`config.mk`:
```
export PLATFORM = sky130hd
export DESIGN_NAME = flags_ctrl
export DESIGN_NICKNAME = d
export VERILOG_FILES = /design/src/rtl/flags_ctrl.sv
export SDC_FILE = /design/constraint.sdc
export NUM_CORES = 1
export LEC_CHECK = 0
export BUFFER_PORTS_ARGS = -buffer_cell sky130_fd_sc_hd__buf_2
export CAP_MARGIN = 20
export CORE_ASPECT_RATIO = 1.5
export CORE_MARGIN = 2
export CORE_UTILIZATION = 48
export CTS_BUF_LIST = sky130_fd_sc_hd__clkbuf_2
export DETAILED_ROUTE_END_ITERATION = 7
export PLACE_DENSITY_LB_ADDON = 0.05
export SLEW_MARGIN = 20
export SYNTH_ARGS = -nofsm -noshare
export SYNTH_HDL_FRONTEND = slang
export SYNTH_SLANG_ARGS = --single-unit
```
`constraint.sdc`:
```
create_clock -name clk -period 1.9 [get_ports clk]
set_input_delay 0.095 -clock clk [delete_from_list [all_inputs] [get_ports clk]]
set_output_delay 0.095 -clock clk [all_outputs]
set_load 0.01 [all_outputs]
```
`src/rtl/flags_ctrl.sv`:
```
// Flags register write controller: ALU/SETF flag updates, branch condition
// evaluation, and a small flag save stack for nested interrupt entry/return.
module flags_ctrl #(
  parameter int STACK_DEPTH = 4
) (
  input  logic       clk,
  input  logic       reset,
  input  logic       op_valid,
  input  logic [2:0] op_class,
  input  logic [3:0] op_imm,
  input  logic [3:0] alu_flags,
  input  logic [3:0] cur_flags,
  input  logic [2:0] cond_code,
  input  logic       irq_enter,
  input  logic       irq_return,
  output logic       flags_en,
  output logic [3:0] flags_wdata,
  output logic       cond_true,
  output logic       busy,
  output logic [2:0] depth,
  output logic       ovf_err,
  output logic       unf_err,
  output logic       fsm_state
);

  typedef enum logic {
    IDLE    = 1'b0,
    RESTORE = 1'b1
  } state_t;

  localparam int         IW   = (STACK_DEPTH > 1) ? $clog2(STACK_DEPTH) : 1;
  localparam logic [2:0] FULL = 3'(STACK_DEPTH);

  state_t     state_q, state_d;
  logic [2:0] depth_q, depth_d;
  logic [3:0] stack_q [STACK_DEPTH];
  logic [3:0] stack_d [STACK_DEPTH];
  logic       pend_q, pend_d;
  logic       ovf_q, ovf_d;
  logic       unf_q, unf_d;

  logic       ret_req;
  logic       op_writes;
  logic [3:0] op_wdata;
  logic [IW-1:0] top_idx;
  logic [IW-1:0] push_idx;

  assign top_idx  = IW'(depth_q - 3'd1);
  assign push_idx = IW'(depth_q);

  // Instruction-driven flag update; LOGIC keeps V and C from the live register.
  always_comb begin
    op_writes = 1'b0;
    op_wdata  = 4'b0000;
    case (op_class)
      3'b001, 3'b011: begin
        op_writes = 1'b1;
        op_wdata  = alu_flags;
      end
      3'b010: begin
        op_writes = 1'b1;
        op_wdata  = {cur_flags[3:2], alu_flags[1:0]};
      end
      3'b100: begin
        op_writes = 1'b1;
        op_wdata  = op_imm;
      end
      default: begin
        op_writes = 1'b0;
        op_wdata  = 4'b0000;
      end
    endcase
  end

  always_comb begin
    cond_true = 1'b0;
    case (cond_code)
      3'b000: cond_true = 1'b1;
      3'b001: cond_true = cur_flags[0];
      3'b010: cond_true = ~cur_flags[0];
      3'b011: cond_true = cur_flags[1] ^ cur_flags[3];
      3'b100: cond_true = ~(cur_flags[1] ^ cur_flags[3]);
      3'b101: cond_true = cur_flags[2];
      3'b110: cond_true = ~cur_flags[2];
      default: cond_true = 1'b0;
    endcase
  end

  assign busy        = (state_q == RESTORE);
  assign fsm_state   = state_q;
  assign depth       = depth_q;
  assign ovf_err     = ovf_q;
  assign unf_err     = unf_q;
  // Gated by reset so an aborted restore never presents a write.
  assign flags_en    = ~reset & (busy | (op_valid & op_writes));
  assign flags_wdata = busy ? stack_q[top_idx] : op_wdata;

  always_comb begin
    state_d = state_q;
    depth_d = depth_q;
    stack_d = stack_q;
    pend_d  = pend_q;
    ovf_d   = ovf_q;
    unf_d   = unf_q;
    ret_req = 1'b0;
    case (state_q)
      IDLE: begin
        ret_req = irq_return | pend_q;
        if (irq_enter) begin
          if (depth_q < FULL) begin
            stack_d[push_idx] = cur_flags;
            depth_d           = depth_q + 3'd1;
          end else begin
            ovf_d = 1'b1;
          end
          // A return colliding with a push waits one IDLE cycle.
          pend_d = ret_req;
        end else if (ret_req) begin
          pend_d = 1'b0;
          if (depth_q != 3'd0) begin
            state_d = RESTORE;
          end else begin
            unf_d = 1'b1;
          end
        end
      end
      RESTORE: begin
        state_d = IDLE;
        depth_d = depth_q - 3'd1;
      end
      default: state_d = IDLE;
    endcase
  end

  always_ff @(posedge clk or posedge reset) begin
    if (reset) begin
      state_q <= IDLE;
      depth_q <= 3'd0;
      pend_q  <= 1'b0;
      ovf_q   <= 1'b0;
      unf_q   <= 1'b0;
      for (int i = 0; i < STACK_DEPTH; i++) begin
        stack_q[i] <= 4'b0000;
      end
    end else begin
      state_q <= state_d;
      depth_q <= depth_d;
      pend_q  <= pend_d;
      ovf_q   <= ovf_d;
      unf_q   <= unf_d;
      stack_q <= stack_d;
    end
  end

endmodule

```
== Word-level counts from Yosys, hierarchy flattened ==
Index checks and enable logic that the tools add are counted.
Word-level totals
  memories kept: 0
  bits in registers: 23
  input port bits: 23
  logic and storage cells: 72
  bits in writable memories: 0
  output and inout port bits: 13
  bits in latches: 0
  ROM bits: 0
Operators by class
  equal/unequal tests: 12
  bitwise operators: 15
  divide/modulo/power cells: 0
  add/sub/neg operators: 2
  multiplexer cells: 19
  $mul: 0
  order comparisons: 4
  shifts and indexed selects: 0
  reductions and logical operators: 11
Operator list (count)
  $bwmux W16: 1
  $mux W4: 4
  $eq A3 B2 Y1 const B: 4
  $eq A3 B3 Y1 const B: 4
  $pmux W4 S3: 1
  $bmux W4 S2: 1
  $demux W4 S2: 1
  $not A1 Y1: 8
  $pmux W1 S7: 1
  $eq A3 B1 Y1 const B: 2
  $ge A3 B3 Y1 const B: 2
  $mux W1: 6
  $mux W3: 2
  $not A2 Y3: 2
  $pmux W3 S2: 1
  $reduce_and A3 Y1: 2
  $ne A2 B2 Y1 const B: 2
  $reduce_and A2 Y1: 2
  $reduce_and A4 Y1: 1
  $reduce_or A4 Y1: 1
  $add A3 B1 Y3 const B: 1
  $logic_not A3 Y1: 1
  $lt A3 B1 Y1 const B: 1
  $lt A3 B3 Y1 const B: 1
  9 further kinds: 11

== Depth between registers and ports, before layout ==
Gate-level depths: netlist of the first run.
  depth after elaboration: 6
  mapped depth: 7
  mapped depth without buffers: 5

== Worst setup path after synthesis of the first run ==
No wires, ideal clock.
  kind: register to output
  start point: reg depth_q[0], in the netlist depth[0]
  end point: out flags_wdata[2]
  arrival time: 1869 ps
  path buffers: 2
  setup slack: -64 ps
  data required time: 1805 ps
  stages on the path, launching flop included: 7
  path through: dfrtp_1 > buf_2 > inv_1 > ha_1 > clkbuf_2 > mux4_1 > o21a_1
On the way
  longest elaborated chain between the ends: 6
Ends and longest elaborated chain
  start, declared: line 35  | logic [2:0] depth_q, depth_d;
  start signal, assigned: line 147  | depth_q <= depth_d;
  $sub A3 B1 Y3
  $not A2 Y3 (not written as such): line 96  | assign flags_wdata = busy ? stack_q[top_idx] : op_wdata;
  $bmux W4 S2: line 96
  $mux W4 (not written as such) (2 in series): line 96
  $mux W4: line 96
  end, declared: line 17  | output logic [3:0] flags_wdata,
No other way between the ends. The select of a mux whose other input is x is not followed.

== Worst setup path in the final report of the first run ==
  start point: reg depth_q[1], in the netlist depth[1]
  end point: out flags_wdata[2]
Same word-level chain as after synthesis.

==> results of run 1 <==
[cells by family after synthesis]
logic type | after synthesis | share of synthesized area (%)
AOI/OAI and AO/OA | 23 | 11.7
xor gates and xnor gates | 4 | 2.70
adders and majority gates | 5 | 4.82
muxes | 20 | 21.4
DFF | 23 | 44.3
and+or+nand+nor | 26 | 11.3
buffers and inverters | 11 | 3.85
[cell usage after synthesis]
library cell / count
nand2b_1: 3
inv_1: 5
buf_2: 3
dfrtp_1: 23
o22a_2: 1
a311o_1: 1
buf_4: 1
mux2_2: 16
xor2_1: 2
o211ai_1: 1
o21a_1: 2
a31oi_1: 4
a31o_2: 1
mux4_2: 2
nor3b_2: 1
clkbuf_1: 1
mux4_1: 2
ha_1: 5
o21bai_1: 1
nor2b_1: 4
nand2_1: 5
o21ai_0: 5
clkbuf_2: 1
nor3b_1: 2
a211oi_1: 1
and2_1: 4
nand4b_1: 1
xnor2_1: 2
a21oi_1: 4
nor2_1: 6
a22oi_1: 2
[timing repair]
item                                    4_1_cts  5_1_grt
endpoints found under the hold margin        23        0
endpoints found under the setup margin        4        4
buffers inserted                              3        3
pin swaps                                     2        1
hold buffers                                  1        0
gates resized for setup                       6        1
cloned                                        0        0
[flip-flops by register name, indices dropped and copies added, names as in the netlist]
signal	count
pend_q	1
depth	3
stack_q	16
busy	1
ovf_err	1
unf_err	1
[layer usage]
layer / vias up / GRT usage (%) / share of wire [%]
met4: 0 / 7.86 / 1.3
met5: - / 0 / 0
met2: 26 / 37.2 / 53
met3: 4 / 2.14 / 3.8
li1: 486 / - / -
met1: 487 / 24.3 / 42
[worst max-delay path, delay by kind of cell (launching register included)]
kind / cells / cell delay [ns]
compound gates: 1 / 0.17
fa+ha+maj: 1 / 0.29
buf+inv: 2 / 0.19
flops: 1 / 0.41
mux: 1 / 0.50
[cell type report]
type	instances	area, um2	share of cell area [%]
Timing Repair Buffer	47	268	16.6
Clock buffer	3	15.0	0.933
Sequential cell	23	576	35.8
Tap cell	37	46.3	2.88
Multi-Input combinational cell	78	681	42.3
Clock inverter	1	5.00	0.311
Inverter	5	18.8	1.17
[stage by stage]
step,instance area (um2),setup slack [ns]
final,1610,-0.0814
after global routing,1610,-0.188
after CTS,1580,-0.0992
after detailed placement,1530,0.105
after global placement,1530,0.138
after floorplan,1310,0.0205
[worst paths after layout]
path	slack (ns)	from	endpoint	depth (start not counted)
min in group asynchronous	0.33	reset	stack_q[4]$_DFFE_PP0P_	4
max in group asynchronous	1.34	reset	stack_q[0]$_DFFE_PP0P_	4
hold / removal	0.004	irq_return	pend_q$_DFFE_PP0P_	3
setup reg to reg	0.33	depth[2]$_DFFE_PP0P_	stack_q[3]$_DFFE_PP0P_	3
setup / recovery	-0.08	depth[1]$_DFFE_PP0P_	flags_wdata[2]	5
hold reg to reg	0.50	ovf_err$_DFFE_PP0P_	ovf_err$_DFFE_PP0P_	1
[power breakdown]
group | leakage [nW] | total, mW | switching, mW | internal (mW)
Combinational | 0.449 | 1.14 | 0.468 | 0.675
Clock | 0.0164 | 0.189 | 0.141 | 0.0477
Sequential | 0.276 | 0.828 | 0.126 | 0.701
Total | 0.741 | 2.16 | 0.736 | 1.42
==> results.yml, run 1 <==
status:
  status: "complete, but fails checks"
  violations: "negative setup slack"
global_routing:
  grt_max_degree: 24
  track_usage_pct: 20.7
  overflow: 0
  grt_pass1_wl_um: 4670
  antenna_found_initial: 0
  grt_pass1_vias: 1044
place:
  gp_congestion: 0.815
  io_buffers: 35
  dp.cells: 183
  hpwl_um: 2120
floorplan:
  design.die.area_um2: 3150
  die_y_um: 67.7
  rows: 23
  start_util_pct: 49.6
  core_area_um2: 2620
  pin_count: 36
  die_w_um: 46.5
synthesis:
  ys_top_cells_by_area: "dfrtp_1 (44%), mux2_2 (14%), ha_1 (4.8%), mux4_1 (4.0%), mux4_2 (3.5%)"
  synth_area_um2: 1300
  synth_largest_area_cell: "dfrtp_1"
  synth_cell_types: 31
  syn_avg_cell_area_um2: 11.6
  ys_warn_count: 0
  synth_seq_area_share_pct: 44.3
  syn_nets: 140
  yosysTopAreaCellShare_pct: 44.3
  syn_inst: 112
  ys_ff_latch: 23
route:
  ant_nets: 0
  firstDrtPassIters: 4
  drt_iter0_drc: 15
  drc: 0
  via_per_inst: 5.17
  wire_per_inst_um: 14.0
  dr_total_vias: 1003
  wl_um: 2720
setup_path:
  worstSetupPathType: "reg2out"
  critPathSlowestCell: "mux4_2"
  slowest_delay_ns: 0.50
  end_kind: "primary output"
  cp_max_fo: 4
  cp.required_ns: 1.80
  crit_arrival_ns: 1.89
  start_kind: "flop"
  path_cells: "inv_2, ha_4, mux4_2, o21a_1, buf_2"
timing:
  worst_slew_pin_slew_ns: 0.343
  setup_slack_ns: -0.0814
  final.period_utilization_pct: 104
  slew_viol_final: 0
  hold_violations: 0
  finClkSkew_ns: 0.0116
  clock.fmax_mhz: 505
  fin_crit_ns: 1.98
  rsz0062_at_grt: "true"
  tns_ns: -0.127
  slew_headroom_pct: 77.1
  whs_ns: 0.00351
  setup_viol: 3
clocking:
  cts_buffers: 3
  clk_latency_ns: 0.32
  clk_pin_slew_worst_paths_ns: 0.21
  cts_root_buf: "clkbuf_2"
  cts_sinks: 23
  cts_tree: "yes"
  ctsLongestPathBuffers: 2
  htreeDepth: 1
layout:
  final_nets: 186
  areaGrowthSynthToFinish_pct: 23.9
  layout_commonest_cell: "buf_2"
  post-route-util_pct: 61.4
  final_cell_mix: "buf_2 (35), dfrtp_1 (23), mux2_2 (16)"
  fin_cells: 194
  fill_cells: 227
  diodes: 0
  layout-drive-gt1-share_pct: 49.0
power_and_ir_drop:
  power.density_nw_per_um2: 1340
  leakage_nw: 0.741
  irDropWorstVdd_uv: 854
  finalPower_mw: 2.16
run:
  maxCapViolations: 0
min_path:
  hp-class: "in2reg"
Power figures use the tool's default switching activity.
==> run 2: changes to the inputs <==
--- a/config.mk
+++ b/config.mk
@@ -5,7 +5,7 @@
 export SDC_FILE = /design/constraint.sdc
 export NUM_CORES = 1
 export LEC_CHECK = 0
-export BUFFER_PORTS_ARGS = -buffer_cell sky130_fd_sc_hd__buf_2
+export BUFFER_PORTS_ARGS = -buffer_cell sky130_fd_sc_hd__clkbuf_2
 export CAP_MARGIN = 20
 export CORE_ASPECT_RATIO = 1.5
 export CORE_MARGIN = 2
==> run 2 against run 1 <==
  * The flow still finishes with violations (negative setup slack)
  * Clock skew down 0.0024 ns
  * Non-clock buffer count down 1
  * Cell count down 0.52%
  * Die area unchanged
==> results.yml, run 2 (synthesis gave the netlist of run 1 again) <==
setup_path:
  start_kind: "flop"
  cp.required_ns: 1.80
  cp_max_fo: 4
  end_kind: "primary output"
  worstSetupPathType: "reg2out"
  crit_arrival_ns: 1.90
clocking:
  ctsLongestPathBuffers: 2
  cts_root_buf: "clkbuf_2"
  cts_sinks: 23
  clk_latency_ns: 0.32
  cts_tree: "yes"
  clk_pin_slew_worst_paths_ns: 0.21
  cts_buffers: 3
  htreeDepth: 1
timing:
  fin_crit_ns: 1.99
  clock.fmax_mhz: 502
  slew_viol_final: 0
  finClkSkew_ns: 0.00922
  setup_slack_ns: -0.0910
  hold_violations: 0
  setup_viol: 2
  final.period_utilization_pct: 105
  slew_headroom_pct: 77.9
  rsz0062_at_grt: "true"
  tns_ns: -0.131
  worst_slew_pin_slew_ns: 0.330
route:
  via_per_inst: 5.26
  drt_iter0_drc: 25
  dr_total_vias: 1016
  ant_nets: 0
  firstDrtPassIters: 4
  drc: 0
  wl_um: 2670
  wire_per_inst_um: 13.8
power_and_ir_drop:
  finalPower_mw: 2.13
  power.density_nw_per_um2: 1330
  leakage_nw: 0.741
  p_comb_share_pct: 52.1
  irDropWorstVdd_uv: 834
  clkPwrFrac_pct: 8.9
  p_switching_uw: 729
  seqPwrFrac_pct: 38.9
  p_int_mw: 1.40
  swShare_pct: 34.3
place:
  io_buffers: 35
  place_ws_ns: 0.0753
  dp.cells: 183
  hpwl_um: 2060
  gp_congestion: 0.781
layout:
  regMostFlops: "stack_q"
  areaGrowthSynthToFinish_pct: 23.5
  fin_cells: 193
  fill_cells: 236
  final_nets: 185
  layout-drive-gt1-share_pct: 48.1
  layout_commonest_cell: "clkbuf_2"
  final_cell_mix: "clkbuf_2 (37), dfrtp_1 (23), mux2_2 (16)"
  largest_register_ffs: 16
  diodes: 0
global_routing:
  antenna_found_initial: 0
  grt_max_degree: 24
  track_usage_pct: 19.4
  grt_pass1_vias: 1011
  overflow: 0
  grt_pass1_wl_um: 4390
floorplan:
  die_w_um: 46.5
  design.die.area_um2: 3150
  rows: 23
  core_area_um2: 2620
  pin_count: 36
  start_util_pct: 49.6
  die_y_um: 67.7
status:
  violations: "negative setup slack"
  status: "complete, but fails checks"
min_path:
  hp-class: "in2reg"
run:
  maxCapViolations: 0
[run 2: layout make-up]
type	count	area, um2	share of cell area (%)
tap	37	46.3	2.89
sequential	23	576	35.9
multi-input combinational	78	681	42.4
timing repair buffer	46	263	16.4
clock buffer	3	15.0	0.936
inverter	5	18.8	1.17
clock inverter	1	5.00	0.312
[run 2: path summary, 6_finish.rpt]
path | startpoint | cells past startpoint | slack, ns | end
max | depth[0]$_DFFE_PP0P_ | 5 | -0.09 | flags_wdata[2]
min | irq_enter | 2 | 0.05 | ovf_err$_DFFE_PP0P_
max reg2reg | depth[2]$_DFFE_PP0P_ | 3 | 0.28 | stack_q[0]$_DFFE_PP0P_
min reg2reg | ovf_err$_DFFE_PP0P_ | 1 | 0.51 | ovf_err$_DFFE_PP0P_
max in group asynchronous | reset | 4 | 1.35 | stack_q[12]$_DFFE_PP0P_
min in group asynchronous | reset | 4 | 0.33 | stack_q[8]$_DFFE_PP0P_
[run 2: worst max-delay path, stage by stage, from the launching register on]
cell	delay [ns]
dfrtp_1	0.42
inv_2	0.06
ha_4	0.29
mux4_2	0.49
o21a_1	0.19
clkbuf_2	0.12
[run 2: per-stage QoR]
| stage | instance area (um2) | utilization (%) | hold WS, ns |
|---|---|---|---|
| final | 1600 | 61.3 | 0.0472 |
| after global routing | 1600 | 61.3 | 0.00542 |
| after CTS | 1590 | 60.6 | 0.0255 |
| after detailed placement | 1530 | 58.3 | 0.156 |
| after global placement | 1530 | 58.3 | 0.147 |
| after floorplan | 1310 | - | 0.0969 |
[run 2: routing by layer]
layer / vias up / track usage (%) / wire, um
met5: - / 0 / 0
met4: 0 / 6.43 / 17
met3: 2 / 2.41 / 97
met2: 30 / 34.5 / 1430
met1: 495 / 23.3 / 1130
li1: 489 / - / -
[run 2: what timing repair did]
action	CTS	global route
buffers inserted	2	2
pin swaps	2	2
hold endpoints to repair	24	0
setup endpoints to repair	4	4
gates resized for setup	6	3
hold buffers	2	0
[run 2: power groups by stage]
stage | registers [mW] | clock network (mW) | logic (mW)
after CTS | 0.827 | 0.200 | 1.07
after detailed placement | 0.834 | 0 | 0.963
after floorplan | 0.833 | 0 | 0.720
after global placement | 0.828 | 0 | 0.939
final | 0.829 | 0.190 | 1.11
after global routing | 0.851 | 0.220 | 1.22
==> run 3: changes to the inputs <==
--- a/config.mk
+++ b/config.mk
@@ -5,6 +5,7 @@
 export SDC_FILE = /design/constraint.sdc
 export NUM_CORES = 1
 export LEC_CHECK = 0
+export ABC_AREA = 1
 export BUFFER_PORTS_ARGS = -buffer_cell sky130_fd_sc_hd__clkbuf_2
 export CAP_MARGIN = 20
 export CORE_ASPECT_RATIO = 1.5
==> run 3 against run 2 <==
  * The run now ends clean
  * Critical path depth rose by 3
  * Largest cell class unchanged
  * Sequential cell count unchanged
  * Utilization grew 0.85 points
==> results.yml, run 3 <==
clocking:
  clk_pin_slew_worst_paths_ns: 0.23
  clk_latency_ns: 0.36
  ctsLongestPathBuffers: 2
  cts_sinks: 23
  cts_tree: "yes"
  cts_root_buf: "clkbuf_2"
  htreeDepth: 1
  cts_buffers: 3
synthesis:
  yosysTopAreaCellShare_pct: 43.9
  syn_inst: 180
  ys_warn_count: 0
  syn_nets: 208
  ys_top_cells_by_area: "dfrtp_1 (44%), nand2_1 (20%), o21ai_0 (7.6%), nand3_1 (6.5%), inv_1 (6.0%)"
  syn_avg_cell_area_um2: 7.28
  synth_largest_area_cell: "dfrtp_1"
  synth_seq_area_share_pct: 43.9
  synthTopCellsByCount: "nand2_1 (70), dfrtp_1 (23), inv_1 (21), o21ai_0 (20), nand3_1 (17)"
  synthArstFlopShare_pct: 100
  synth_most_common_cell: "nand2_1"
  ys_ff_latch: 23
  synth_area_um2: 1310
  synth_edf_count: 0
  ys.flop_type: "dfrtp_1"
  synth_cell_types: 17
layout:
  layout-drive-gt1-share_pct: 23.3
  diodes: 0
  post-route-util_pct: 62.1
  largest_register_ffs: 16
  final_nets: 256
  final_cell_mix: "nand2_1 (70), clkbuf_2 (38), dfrtp_1 (23)"
  seq_area_um2: 576
  fill_cells: 275
  areaGrowthSynthToFinish_pct: 25.5
  layout_commonest_cell: "nand2_1"
  multi_input_area_um2: 647
  fin_area_um2: 1640
  regMostFlops: "stack_q"
place:
  hpwl_um: 2270
  io_buffers: 35
  place_ws_ns: 0.373
  dpl_cell_area_um2: 1530
  gp_congestion: 0.862
route:
  drt_iter0_drc: 34
  firstDrtPassIters: 6
  wl_um: 2940
  ant_nets: 0
  dr_total_vias: 1300
  via_per_inst: 4.92
  drc: 0
  wire_per_inst_um: 11.1
timing:
  clock.fmax_mhz: 564
  finClkSkew_ns: 0.0231
  tns_ns: 0
  hold_violations: 0
  rsz0062_at_grt: "false"
  fin_crit_ns: 1.77
  setup_slack_ns: 0.127
  slew_viol_final: 0
  slew_headroom_pct: 68.6
  worst_slew_pin_slew_ns: 0.471
  final.period_utilization_pct: 93.3
  setup_viol: 0
setup_path:
  slowest_delay_ns: 0.47
  end_kind: "primary output"
  cp.required_ns: 1.80
  start_kind: "flop"
  crit_top_cell: "nand2_1"
  path_cells: "clkinv_4, ha_4, inv_2, nand3_1, nand2_1, nand2_1, nand2_1, clkbuf_2"
  cp_max_fo: 6
  worstSetupPathType: "reg2out"
  crit_arrival_ns: 1.68
  critPathSlowestCell: "dfrtp_1"
power_and_ir_drop:
  clkPwrFrac_pct: 9.3
  p_switching_uw: 942
  power.density_nw_per_um2: 1330
  swShare_pct: 43.0
  p_int_mw: 1.25
  irDropWorstVdd_uv: 808
  seqPwrFrac_pct: 38.6
  leakage_nw: 0.901
  p_comb_share_pct: 52.1
global_routing:
  grt_max_degree: 24
  overflow: 0
  grt_pass1_vias: 1136
  track_usage_pct: 20.1
  antenna_found_initial: 0
  grt_pass1_wl_um: 4680
floorplan:
  start_util_pct: 49.5
  rows: 23
  pin_count: 36
  core_area_um2: 2650
  design.die.area_um2: 3170
  die_w_um: 46.7
  die_y_um: 68.0
status:
  status: "finished clean"
min_path:
  hp-class: "in2reg"
run:
  maxCapViolations: 0
==> run 3: changes by cell type in the layout (fill, tap and decap cells not counted), sizes merged, moves of 4 or more <==
| cell | before | now |
|---|---|---|
| a31oi | 4 | 0 |
| mux4 | 4 | 0 |
| o21ai | 5 | 20 |
| inv | 5 | 21 |
| nand3 | 0 | 17 |
| nor2b | 4 | 0 |
| nand4 | 0 | 4 |
| and2 | 4 | 0 |
| nand2 | 5 | 70 |
| mux2 | 16 | 0 |
==> run 3: power by group through the flow <==
stage	Combinational [mW]	Clock [mW]	Sequential (mW)
after global routing	1.32	0.219	0.875
after detailed placement	0.988	0	0.860
after global placement	0.963	0	0.858
final	1.14	0.204	0.847
after floorplan	0.701	0	0.846
after CTS	1.07	0.206	0.845
==> run 3: layout make-up <==
| class | instances | area share (%) |
|---|---|---|
| clock inverter | 1 | 0.457 |
| sequential | 23 | 35.0 |
| multi-input combinational | 132 | 39.3 |
| clock buffer | 3 | 0.913 |
| timing repair buffer | 46 | 16.1 |
| inverter | 22 | 5.33 |
| tap | 37 | 2.82 |
==> run 3: critical path: cells and delay by family, from the launching register on <==
kind | cells | cell delay [ns]
adders and majority gates | 1 | 0.27
buffers and inverters | 3 | 0.31
DFF | 1 | 0.47
and+or+nand+nor | 4 | 0.27
==> run 3: per-layer routing <==
metal / routed length, um / share of wire (%) / up-vias / global-route usage, %
met5: 0 / 0 / - / 0
li1: - / - / 672 / -
met3: 122 / 4.2 / 9 / 1.58
met1: 1270 / 43 / 585 / 25.3
met2: 1480 / 50 / 34 / 35.8
met4: 57 / 1.9 / 0 / 6.25
==> run 3: metrics by stage <==
step,hold WS (ns),instances,power [mW]
CTS,0.0595,259,2.12
finish,0.0535,264,2.19
floorplan,0.0969,180,1.55
detailed placement,0.148,251,1.85
global route,0.0857,264,2.42
global placement,0.142,251,1.82
==> run 3: path summary, 6_finish.rpt <==
check	endpoint	slack [ns]	startpoint	depth (start not counted)
max	flags_wdata[2]	0.13	depth[0]$_DFFE_PP0P_	8
min	stack_q[12]$_DFFE_PP0P_	0.05	cur_flags[0]	3
max reg2reg	stack_q[2]$_DFFE_PP0P_	0.43	depth[0]$_DFFE_PP0P_	6
min reg2reg	unf_err$_DFFE_PP0P_	0.51	unf_err$_DFFE_PP0P_	1
max in group asynchronous	stack_q[4]$_DFFE_PP0P_	1.38	reset	4
min in group asynchronous	ovf_err$_DFFE_PP0P_	0.27	reset	4
==> run 3: timing repair <==
item,in CTS,in global routing
hold endpoints to repair,25,0
hold buffers,3,0
resized for setup,2,2
buffers inserted,1,5
endpoints found under the setup margin,4,2
==> run 3: cell families (layout without fill, tap and decap cells) <==
family / count (synthesis) / in the layout / share of synthesized area [%]
and+or+nand+nor: 100 / 100 / 32.2
adders and majority gates: 5 / 5 / 4.78
buffers and inverters: 25 / 72 / 7.64
AOI/OAI and AO/OA: 25 / 25 / 10.1
xor gates and xnor gates: 2 / 2 / 1.34
DFF: 23 / 23 / 43.9
